==> src/rtl/wordle_pkg.sv <==
// Shared score codes, FSM encoding and sizing helper for the Wordle guess scorer.
package wordle_pkg;
  localparam logic [1:0] SC_EMPTY  = 2'b00;
  localparam logic [1:0] SC_GRAY   = 2'b01;
  localparam logic [1:0] SC_YELLOW = 2'b10;
  localparam logic [1:0] SC_GREEN  = 2'b11;

  localparam logic [7:0] LETTER_BLANK = 8'h20;

  typedef enum logic [1:0] {ST_IDLE, ST_GREEN, ST_YELLOW, ST_COMMIT} state_e;

  // Never returns 0 so that single-entry ranges still get a 1-bit index.
  function automatic int clog2(input int n);
    int r;
    r = 1;
    for (int i = 1; i < 31; i++)
      if ((1 << i) < n) r = i + 1;
    return r;
  endfunction
endpackage

==> src/rtl/wordle_guess_scorer_if.sv <==
// Guess handshake and result bundle between the game FSM and the scorer.
interface wordle_guess_scorer_if #(
  parameter int WORD_LEN = 5,
  parameter int LETTER_W = 8
);
  logic                         guess_valid;
  logic                         guess_ready;
  logic [WORD_LEN*LETTER_W-1:0] guess_word;
  logic                         result_valid;
  logic [2*WORD_LEN-1:0]        result_score;

  modport master (output guess_valid, guess_word,
                  input  guess_ready, result_valid, result_score);
  modport slave  (input  guess_valid, guess_word,
                  output guess_ready, result_valid, result_score);
endinterface

==> src/rtl/wordle_letter_match.sv <==
// Finds the lowest unused target position holding a given letter.
module wordle_letter_match
  import wordle_pkg::*;
#(
  parameter int WORD_LEN = 5,
  parameter int LETTER_W = 8,
  parameter int IW       = clog2(WORD_LEN)
) (
  input  logic [LETTER_W-1:0]               letter,
  input  logic [WORD_LEN-1:0][LETTER_W-1:0] target,
  input  logic [WORD_LEN-1:0]               used,
  output logic                              hit,
  output logic [IW-1:0]                     idx
);
  always_comb begin
    hit = 1'b0;
    idx = '0;
    for (int j = WORD_LEN - 1; j >= 0; j--) begin
      if (!used[j] && target[j] == letter) begin
        hit = 1'b1;
        idx = IW'(j);
      end
    end
  end
endmodule

==> src/rtl/wordle_guess_scorer.sv <==
// Scores a guess letter-by-letter (green pass, then yellow pass), commits it to
// the history rows and exposes a registered read port for the tile renderer.
module wordle_guess_scorer
  import wordle_pkg::*;
#(
  parameter int WORD_LEN    = 5,
  parameter int MAX_GUESSES = 6,
  parameter int LETTER_W    = 8,
  localparam int CW = clog2(MAX_GUESSES + 1),
  localparam int RW = clog2(MAX_GUESSES),
  localparam int IW = clog2(WORD_LEN)
) (
  input  logic                         Clk,
  input  logic                         reset,
  input  logic                         new_game,
  input  logic [WORD_LEN*LETTER_W-1:0] target_word,
  wordle_guess_scorer_if.slave         gif,
  output logic [CW-1:0]                guess_count,
  output logic                         game_won,
  output logic                         game_lost,
  input  logic [RW-1:0]                rd_row,
  input  logic [IW-1:0]                rd_col,
  output logic [LETTER_W-1:0]          rd_letter,
  output logic [1:0]                   rd_score
);
  typedef logic [WORD_LEN-1:0][LETTER_W-1:0] word_t;
  typedef logic [WORD_LEN-1:0][1:0]          score_t;

  // Internally element i is letter i; on the ports letter 0 sits in the MSBs.
  function automatic word_t unpack_word(input logic [WORD_LEN*LETTER_W-1:0] w);
    word_t r;
    for (int i = 0; i < WORD_LEN; i++) r[i] = w[(WORD_LEN-1-i)*LETTER_W +: LETTER_W];
    return r;
  endfunction

  function automatic logic [2*WORD_LEN-1:0] pack_score(input score_t s);
    logic [2*WORD_LEN-1:0] r;
    for (int i = 0; i < WORD_LEN; i++) r[2*(WORD_LEN-1-i) +: 2] = s[i];
    return r;
  endfunction

  state_e                state_q, state_d;
  logic [IW-1:0]         idx_q, idx_d;
  logic                  active_q, active_d, won_q, won_d, lost_q, lost_d;
  word_t                 target_q, target_d, guess_q, guess_d;
  score_t                score_q, score_d;
  logic [WORD_LEN-1:0]   used_q, used_d;
  logic [CW-1:0]         cnt_q, cnt_d;
  logic                  rv_q, rv_d;
  logic [2*WORD_LEN-1:0] rs_q, rs_d;
  logic [LETTER_W-1:0]   rd_letter_q, rd_letter_d;
  logic [1:0]            rd_score_q, rd_score_d;
  word_t                 hl_q [MAX_GUESSES];
  word_t                 hl_d [MAX_GUESSES];
  score_t                hs_q [MAX_GUESSES];
  score_t                hs_d [MAX_GUESSES];

  logic          hit, last;
  logic [IW-1:0] hit_idx;

  wordle_letter_match #(.WORD_LEN(WORD_LEN), .LETTER_W(LETTER_W), .IW(IW)) u_match (
    .letter (guess_q[idx_q]),
    .target (target_q),
    .used   (used_q),
    .hit    (hit),
    .idx    (hit_idx)
  );

  assign gif.guess_ready  = (state_q == ST_IDLE) && active_q && !won_q && !lost_q;
  assign gif.result_valid = rv_q;
  assign gif.result_score = rs_q;
  assign guess_count      = cnt_q;
  assign game_won         = won_q;
  assign game_lost        = lost_q;
  assign rd_letter        = rd_letter_q;
  assign rd_score         = rd_score_q;

  always_comb begin
    state_d  = state_q;
    idx_d    = idx_q;
    active_d = active_q;
    won_d    = won_q;
    lost_d   = lost_q;
    target_d = target_q;
    guess_d  = guess_q;
    score_d  = score_q;
    used_d   = used_q;
    cnt_d    = cnt_q;
    rv_d     = 1'b0;
    rs_d     = rs_q;
    hl_d     = hl_q;
    hs_d     = hs_q;
    last     = (idx_q == IW'(WORD_LEN - 1));
    // new_game wins over everything, including a guess mid-scoring.
    if (new_game) begin
      target_d = unpack_word(target_word);
      cnt_d    = '0;
      won_d    = 1'b0;
      lost_d   = 1'b0;
      active_d = 1'b1;
      state_d  = ST_IDLE;
    end else begin
      case (state_q)
        ST_IDLE: if (gif.guess_valid && gif.guess_ready) begin
          guess_d = unpack_word(gif.guess_word);
          score_d = '0;
          used_d  = '0;
          idx_d   = '0;
          state_d = ST_GREEN;
        end
        ST_GREEN: begin
          if (guess_q[idx_q] == target_q[idx_q]) begin
            score_d[idx_q] = SC_GREEN;
            used_d[idx_q]  = 1'b1;
          end else begin
            score_d[idx_q] = SC_GRAY;
          end
          idx_d = last ? '0 : idx_q + 1'b1;
          if (last) state_d = ST_YELLOW;
        end
        ST_YELLOW: begin
          if (score_q[idx_q] != SC_GREEN && hit) begin
            score_d[idx_q]  = SC_YELLOW;
            used_d[hit_idx] = 1'b1;
          end
          idx_d = last ? '0 : idx_q + 1'b1;
          if (last) state_d = ST_COMMIT;
        end
        ST_COMMIT: begin
          hl_d[cnt_q[RW-1:0]] = guess_q;
          hs_d[cnt_q[RW-1:0]] = score_q;
          cnt_d   = cnt_q + 1'b1;
          rs_d    = pack_score(score_q);
          rv_d    = 1'b1;
          state_d = ST_IDLE;
          if (&score_q) won_d = 1'b1;
          else if (int'(cnt_q) + 1 == MAX_GUESSES) lost_d = 1'b1;
        end
        default: state_d = ST_IDLE;
      endcase
    end
  end

  // Rows not yet committed (or out-of-range coordinates) render as blank tiles.
  always_comb begin
    rd_letter_d = LETTER_W'(LETTER_BLANK);
    rd_score_d  = SC_EMPTY;
    if (int'(rd_row) < int'(cnt_q) && int'(rd_row) < MAX_GUESSES && int'(rd_col) < WORD_LEN) begin
      rd_letter_d = hl_q[rd_row][rd_col];
      rd_score_d  = hs_q[rd_row][rd_col];
    end
  end

  always_ff @(posedge Clk) begin
    if (reset) begin
      state_q     <= ST_IDLE;
      idx_q       <= '0;
      active_q    <= 1'b0;
      won_q       <= 1'b0;
      lost_q      <= 1'b0;
      target_q    <= '0;
      guess_q     <= '0;
      score_q     <= '0;
      used_q      <= '0;
      cnt_q       <= '0;
      rv_q        <= 1'b0;
      rs_q        <= '0;
      rd_letter_q <= '0;
      rd_score_q  <= '0;
    end else begin
      state_q     <= state_d;
      idx_q       <= idx_d;
      active_q    <= active_d;
      won_q       <= won_d;
      lost_q      <= lost_d;
      target_q    <= target_d;
      guess_q     <= guess_d;
      score_q     <= score_d;
      used_q      <= used_d;
      cnt_q       <= cnt_d;
      rv_q        <= rv_d;
      rs_q        <= rs_d;
      rd_letter_q <= rd_letter_d;
      rd_score_q  <= rd_score_d;
    end
  end

  always_ff @(posedge Clk) begin
    hl_q <= hl_d;
    hs_q <= hs_d;
  end
endmodule
==> src/flat_wrapper.sv <==
// flat-port wrapper written by rule: the top's interface ports become plain ports
module wordle_guess_scorer_flat import wordle_pkg::*;
#(
  parameter int WORD_LEN    = 5,
  parameter int MAX_GUESSES = 6,
  parameter int LETTER_W    = 8,
  localparam int CW = clog2(MAX_GUESSES + 1),
  localparam int RW = clog2(MAX_GUESSES),
  localparam int IW = clog2(WORD_LEN)
)
  (Clk, reset, new_game, target_word, guess_count, game_won, game_lost, rd_row, rd_col, rd_letter, rd_score, gif_guess_valid, gif_guess_word, gif_guess_ready, gif_result_valid, gif_result_score);
  wordle_guess_scorer_if #(.WORD_LEN(WORD_LEN), .LETTER_W(LETTER_W)) gif_i ();
  input  logic Clk;
  input  logic reset;
  input  logic new_game;
  input  logic [WORD_LEN*LETTER_W-1:0] target_word;
  output logic [CW-1:0] guess_count;
  output logic game_won;
  output logic game_lost;
  input  logic [RW-1:0] rd_row;
  input  logic [IW-1:0] rd_col;
  output logic [LETTER_W-1:0] rd_letter;
  output logic [1:0] rd_score;
  input wire logic [$bits(gif_i.guess_valid)-1:0] gif_guess_valid;
  input wire logic [$bits(gif_i.guess_word)-1:0] gif_guess_word;
  output wire logic [$bits(gif_i.guess_ready)-1:0] gif_guess_ready;
  output wire logic [$bits(gif_i.result_valid)-1:0] gif_result_valid;
  output wire logic [$bits(gif_i.result_score)-1:0] gif_result_score;
  assign gif_i.guess_valid = gif_guess_valid;
  assign gif_i.guess_word = gif_guess_word;
  assign gif_guess_ready = gif_i.guess_ready;
  assign gif_result_valid = gif_i.result_valid;
  assign gif_result_score = gif_i.result_score;
  wordle_guess_scorer #(.WORD_LEN(WORD_LEN), .MAX_GUESSES(MAX_GUESSES), .LETTER_W(LETTER_W)) u_core (.Clk(Clk), .reset(reset), .new_game(new_game), .target_word(target_word), .gif(gif_i), .guess_count(guess_count), .game_won(game_won), .game_lost(game_lost), .rd_row(rd_row), .rd_col(rd_col), .rd_letter(rd_letter), .rd_score(rd_score));
endmodule
==> config.mk <==
export PLATFORM = sky130hd
export DESIGN_NAME = wordle_guess_scorer_flat
export DESIGN_NICKNAME = d
export VERILOG_FILES = /design/src/rtl/wordle_pkg.sv /design/src/rtl/wordle_guess_scorer_if.sv /design/src/rtl/wordle_letter_match.sv /design/src/rtl/wordle_guess_scorer.sv /design/src/flat_wrapper.sv
export SDC_FILE = /design/constraint.sdc
export NUM_CORES = 1
export LEC_CHECK = 0
export CAP_MARGIN = 20
export CORE_ASPECT_RATIO = 1.5
export CORE_MARGIN = 2
export CORE_UTILIZATION = 53
export DETAILED_ROUTE_END_ITERATION = 12
export HOLD_SLACK_MARGIN = 0.02
export PLACE_DENSITY = 0.8
export SLEW_MARGIN = 20
export SYNTH_ARGS = -nofsm -noshare
export SYNTH_HDL_FRONTEND = slang
export SYNTH_SLANG_ARGS = --single-unit
==> constraint.sdc <==
create_clock -name Clk -period 7.6 [get_ports Clk]
set_input_delay 1.52 -clock Clk [delete_from_list [all_inputs] [get_ports Clk]]
set_output_delay 1.52 -clock Clk [all_outputs]
set_load 0.05 [all_outputs]
---- Word level (Yosys, flattened, before mapping) ----
Cells that the tools add are included.
word-level totals
  register bits after elaboration ......... 427
  latch bits .............................. 0
  memory bits (writable) .................. 0
  ROM bits ................................ 0
  input port bits ......................... 90
  output and inout port bits .............. 27
  word-level logic and storage cells ...... 224
  memories kept ........................... 0
operators by class
  $add $sub $neg .......................... 3
  $mul .................................... 0
  divide/modulo/power cells ............... 0
  order comparisons ....................... 11
  equal/unequal tests ..................... 17
  shift operators ......................... 0
  muxes and demuxes ....................... 55
  bitwise logic cells ..................... 14
  reductions and logical operators ........ 37
operators by type and width
  operator             number
  $bwmux 240           1
  $bmux 40 s3          1
  $demux 40 s3         1
  $mux 40              3
  $bmux 8 s3           3
  $bwmux 60            1
  $mux 10              6
  $eq 8x8->1           6
  $eq 32x4->1 const B  1
  $bmux 10 s3          1
  $demux 10 s3         1
  $pmux 10 s3          1
  $mux 8               3
  $mux 3               7
  $or 5x5->5           4
  $logic_and 1x1->1    15
  $mux 5               3
  $pmux 5 s3           1
  $bmux 2 s3           2
  $lt 3x4->1 const B   3
  $mux 2               6
  $reduce_and 3->1     4
  $reduce_and 11->1    1
  $and 5x5->5          2
  31 further kinds     60

---- Logic depth before layout (Yosys ltp) ----
  depth after elaboration ................. 16
  gate-level depth with buffers ........... 13
  mapped depth without buffers ............ 10

---- Cells and area by module ----
A second synthesis with hierarchy kept.
unflattened totals
  cell total of the unflattened synthesis .. 1307
  area total of the unflattened synthesis .. 17859.6 um2
by module, submodules not included
  module               instances  cells each  area each (um2)  seq. area each (um2)
  wordle_guess_scorer  1          1237        17250.3          11551.1
  wordle_letter_match  1          70          609.3            0.0

---- Least setup slack after synthesis ----
Ideal clock, no wire load.
  path kind ............................... input -> register
  start ................................... input new_game
  end ..................................... register u_core.hl_q[120] (netlist bit) (enable)
  setup time .............................. 0.582 ns
  arrival time ............................ 6.764 ns
  required time ........................... 7.018 ns
  path slack .............................. 0.254 ns
  cell stages on the path ................. 4
  buffers on the path ..................... 2
  path through ............................ nand2b_1 -> clkbuf_1 -> clkbuf_1 -> nor4_1
between the ends
  cells in the longest elaborated chain, start to end .. 2
RTL lines
  what                               line                        text
  start, declared                    flat_wrapper.sv:15          input logic new_game;
  $not 1->1 (no source line)         n/a
  $reduce_and 2->1 (no source line)  n/a
  end signal, assigned               wordle_guess_scorer.sv:189  hl_q <= hl_d;
  end, declared                      wordle_guess_scorer.sv:53   word_t hl_q [MAX_GUESSES];
No other way between the ends.
A chain may end at the register's enable or synchronous reset.

---- Worst setup path after layout ----
  start ................................... register u_core.state_q[1]
  end ..................................... output gif_guess_ready
between the ends
  cells in the longest elaborated chain, start to end .. 4
RTL lines
  what                             line                        text
  start, declared                  wordle_guess_scorer.sv:42   state_e state_q, state_d;
  start signal, assigned           wordle_guess_scorer.sv:171  state_q <= state_d;
  $logic_not 2->1                  wordle_guess_scorer.sv:69   assign gif.guess_ready = (state_q == ST_IDLE) && active_q && !won_q && !lost_q;
  $logic_and 1x1->1 (3 in series)  wordle_guess_scorer.sv:69
  end, declared                    flat_wrapper.sv:26          output wire logic [$bits(gif_i.guess_ready)-1:0] gif_guess_ready;
No other way between the ends.

==> results.tsv <==
stage	metric	value	unit
run_status	status	finished, final reports clean	
drt	vias per cell	6.17	
place	RD Place Congestion	0.971	
synth	synth cell count leaders	300 x edfxtp_1, 150 x mux2i_1, 127 x dfxtp_1	
floorplanning	die area	0.0350	sq mm
synth	Seq/Total Area, Yosys	65.1	%
synth	count leader, synth	edfxtp_1	
synth	Post-Synth XOR/XNOR Area	2.42	%
cts	post-CTS setup buffer count	0	
critical_path	Crit Path Max Fanout	4	
layout	Layout Utilization	61.4	%
cts	CTS Buffer Depth	3	
power	power per cell area	231	mW/mm^2
cts	H-Tree Level Count	2	
place	# port buffers	116	
synth	post-synthesis adder-cell area fraction	0.776	%
drt	Remaining DRCs	0	
synth	Synth area leaders	edfxtp_1 51%, dfxtp_1 14%, mux2i_1 8.5%, mux4_2 4.3%, nand2_1 2.6%	
sta	worst relative slew slack	30.0	%
synth	Synth Flop Type	edfxtp_1	
layout	fillers	2466	
drt	drt pass-1 iters	5	
floorplanning	FP Rows	82	
min_path	hold path start	u_core.gif.result_score[6]	
synth	post-synth top area cell	edfxtp_1	
floorplanning	Die Y	228	microns
floorplanning	boundary pin count	117	
synth	mux contribution to synthesized area	13.4	%
sta	Tcrit/Tclk final	52.2	%
synth	Synth Area in Compound Gates	8.81	%
global_routing	vias in the first global route	11500	
global_routing	initial antenna violation count	0	
sta	fmax	0.252	GHz
place	post-DP HPWL	28.1	mm
floorplanning	core area	0.0332	sq mm
cts	Root Buffer	clkbuf_16	
critical_path	WS Path Type	flip-flop to primary output	
global_routing	GRT Max-Usage Layer	met2	
cts	CTS tree	yes	
global_routing	wire length of the first global-routing pass	67.0	mm
sta	Setup violations, final	0	
sta	Slew @ Worst Pin	1.05	ns
job	Max-cap violations	0	
critical_path	critical path startpoint category	flip-flop	
critical_path	Worst Path Required	6.08	ns
synth	#FFs+latches synth	427	
critical_path	Worst Setup End Kind	primary output	
power	VDD IR-drop max	0.226	mV
place	DP Cell Count	1747	
synth	Synth Cell Area	0.0177	sq mm
global_routing	GRT Overall Usage	25.1	%
sta	RSZ-0062 raised after global routing	no	
cts	CTS buffer count	38	
drt	vias	11200	
synth	Ys Warns	0	
critical_path	R2R Path Start	u_core.idx_q[2]	
synth	main combinational cell family by area after synthesis	multiplexers	
synth	EDFF count, synth	300	
synth	syn_nets	1377	
layout	area delta synth->final	15.2	%
drt	Avg WL per Cell	24.4	microns
cts	CTS clock-pin slew for the worst setup and hold paths	0.06	ns
synth	Post-synth ARST share	0	%
cts	CTS sink count	427	
cts	cts-stage hold buffer count	0	
critical_path	Crit path arrival time	2.44	ns
global_routing	met2 usage	46.9	%
power	overall power	4.71	mW
layout	share of cells above drive strength 1	11.2	%
sta	Fin Setup TNS	0	ns
layout	Layout Nets	1468	
drt	DRT iter0 DRCs	925	
global_routing	met1 Usage GRT	28.0	%
sta	Setup Skew	0.0193	ns
sta	Slew Viols, Final	0	
drt	Antenna Violating Nets Remaining	0	
cts	clock latency on the worst-skew pair	0.54	ns
synth	Syn Area/Cell	13.9	sq um
cts	PostCTS Resize Cnt	0	
synth	Yosys top cell area share	50.8	%
global_routing	largest net degree at the start of global routing	84	
power	Lkg Pwr	6.79	nW
min_path	hold crit path type	flip-flop to flip-flop	
layout	Ant. Diodes	0	
global_routing	grt ovf	0	
drt	final WL	44.3	mm
synth	Cell variety after synth	62	
floorplanning	Die Wd	153	microns
floorplanning	initial core utilization	53.3	%
sta	Hold Vio Cnt, Final	0	
sta	Final Critical Period	3.96	ns
critical_path	Worst Setup SP	u_core.state_q[1]	
layout	Post-Layout Cell Count	1816	
global_routing	Global Route met3 Usage	3.10	%
synth	Post-Syn Instances	1276	
synth	post-synthesis simple-gate area fraction	7.01	%
## metal layers
layer / vias to the layer above / part of all wire [%]
met1: 5616 / 35
met4: 0 / 5.0
met3: 120 / 5.2
li1: 5001 / -
met2: 468 / 54
met5: - / 0
## sequential cells by signal, indices dropped and copies added (netlist names)
name                     cells
u_core.hl_q                240
u_core.hs_q                 60
u_core.guess_q              40
u_core.target_q             40
u_core.gif.result_score     10
u_core.score_q              10
u_core.rd_letter             8
u_core.used_q                5
u_core.guess_count           3
u_core.idx_q                 3
u_core.rd_score              2
u_core.state_q               2
u_core.active_q              1
u_core.game_lost             1
u_core.game_won              1
u_core.gif.result_valid      1
## power breakdown
group          total (mW)  switching (mW)  internal, mW
sequential           2.52          0.0359          2.49
combinational       0.283           0.152         0.131
clock                1.91           0.838          1.07
total                4.71            1.02          3.69
## cells in the final DEF (no fill, tap or decap), types with 23 or more instances in the layout
cell	count
a21oi_1	70
a221oi_1	40
clkbuf_16	39
clkdlybuf4s50_1	110
dfxtp_1	126
edfxtp_1	300
mux2i_1	150
mux4_2	34
nand2_1	122
nor2_1	74
o22ai_1	23
xnor2_1	31
## worst max-delay path, cell delays in order, from the launching register on
cell and delay, ns:
dfxtp_1 0.33, inv_1 0.11, ha_1 0.22, nor4bb_1 0.37, clkdlybuf4s50_1 0.88
## final timing paths
path / cells past startpoint / to / slack [ns]
min reg2reg: 2 / u_core.gif.result_score[6] / 0.46
max: 4 / gif_guess_ready / 3.64
min: 2 / u_core.gif.result_score[6] / 0.46
max reg2reg: 10 / u_core.score_q[3] / 3.74
## final cells by class
class	instances	area [sq um]	share of cell area (%)
clock inverters	16	146	0.717
flip-flops and latches	427	11600	56.6
well taps	420	526	2.57
inverters	18	67.6	0.331
multi-input cells	749	5780	28.3
clock buffers	53	1080	5.28
repair buffers	133	1270	6.21
## metrics by stage
step | hold slack, ns | setup slack (ns) | instance area (sq um)
2_1_floorplan | 0.431 | 0.254 | 17700
3_3_place_gp | 0.441 | 3.51 | 19200
3_5_place_dp | 0.455 | 3.49 | 19200
4_1_cts | 0.463 | 3.59 | 20400
5_1_grt | 0.487 | 3.49 | 20400
6_report | 0.460 | 3.64 | 20400
## cells by family after synthesis
kind of cell	after synthesis
flops	427
fa+ha+maj	11
buf+inv	100
xor+xnor	49
mux	194
simple gates	276
compound gates	219
No activity file was read; power rests on OpenSTA's default activity.
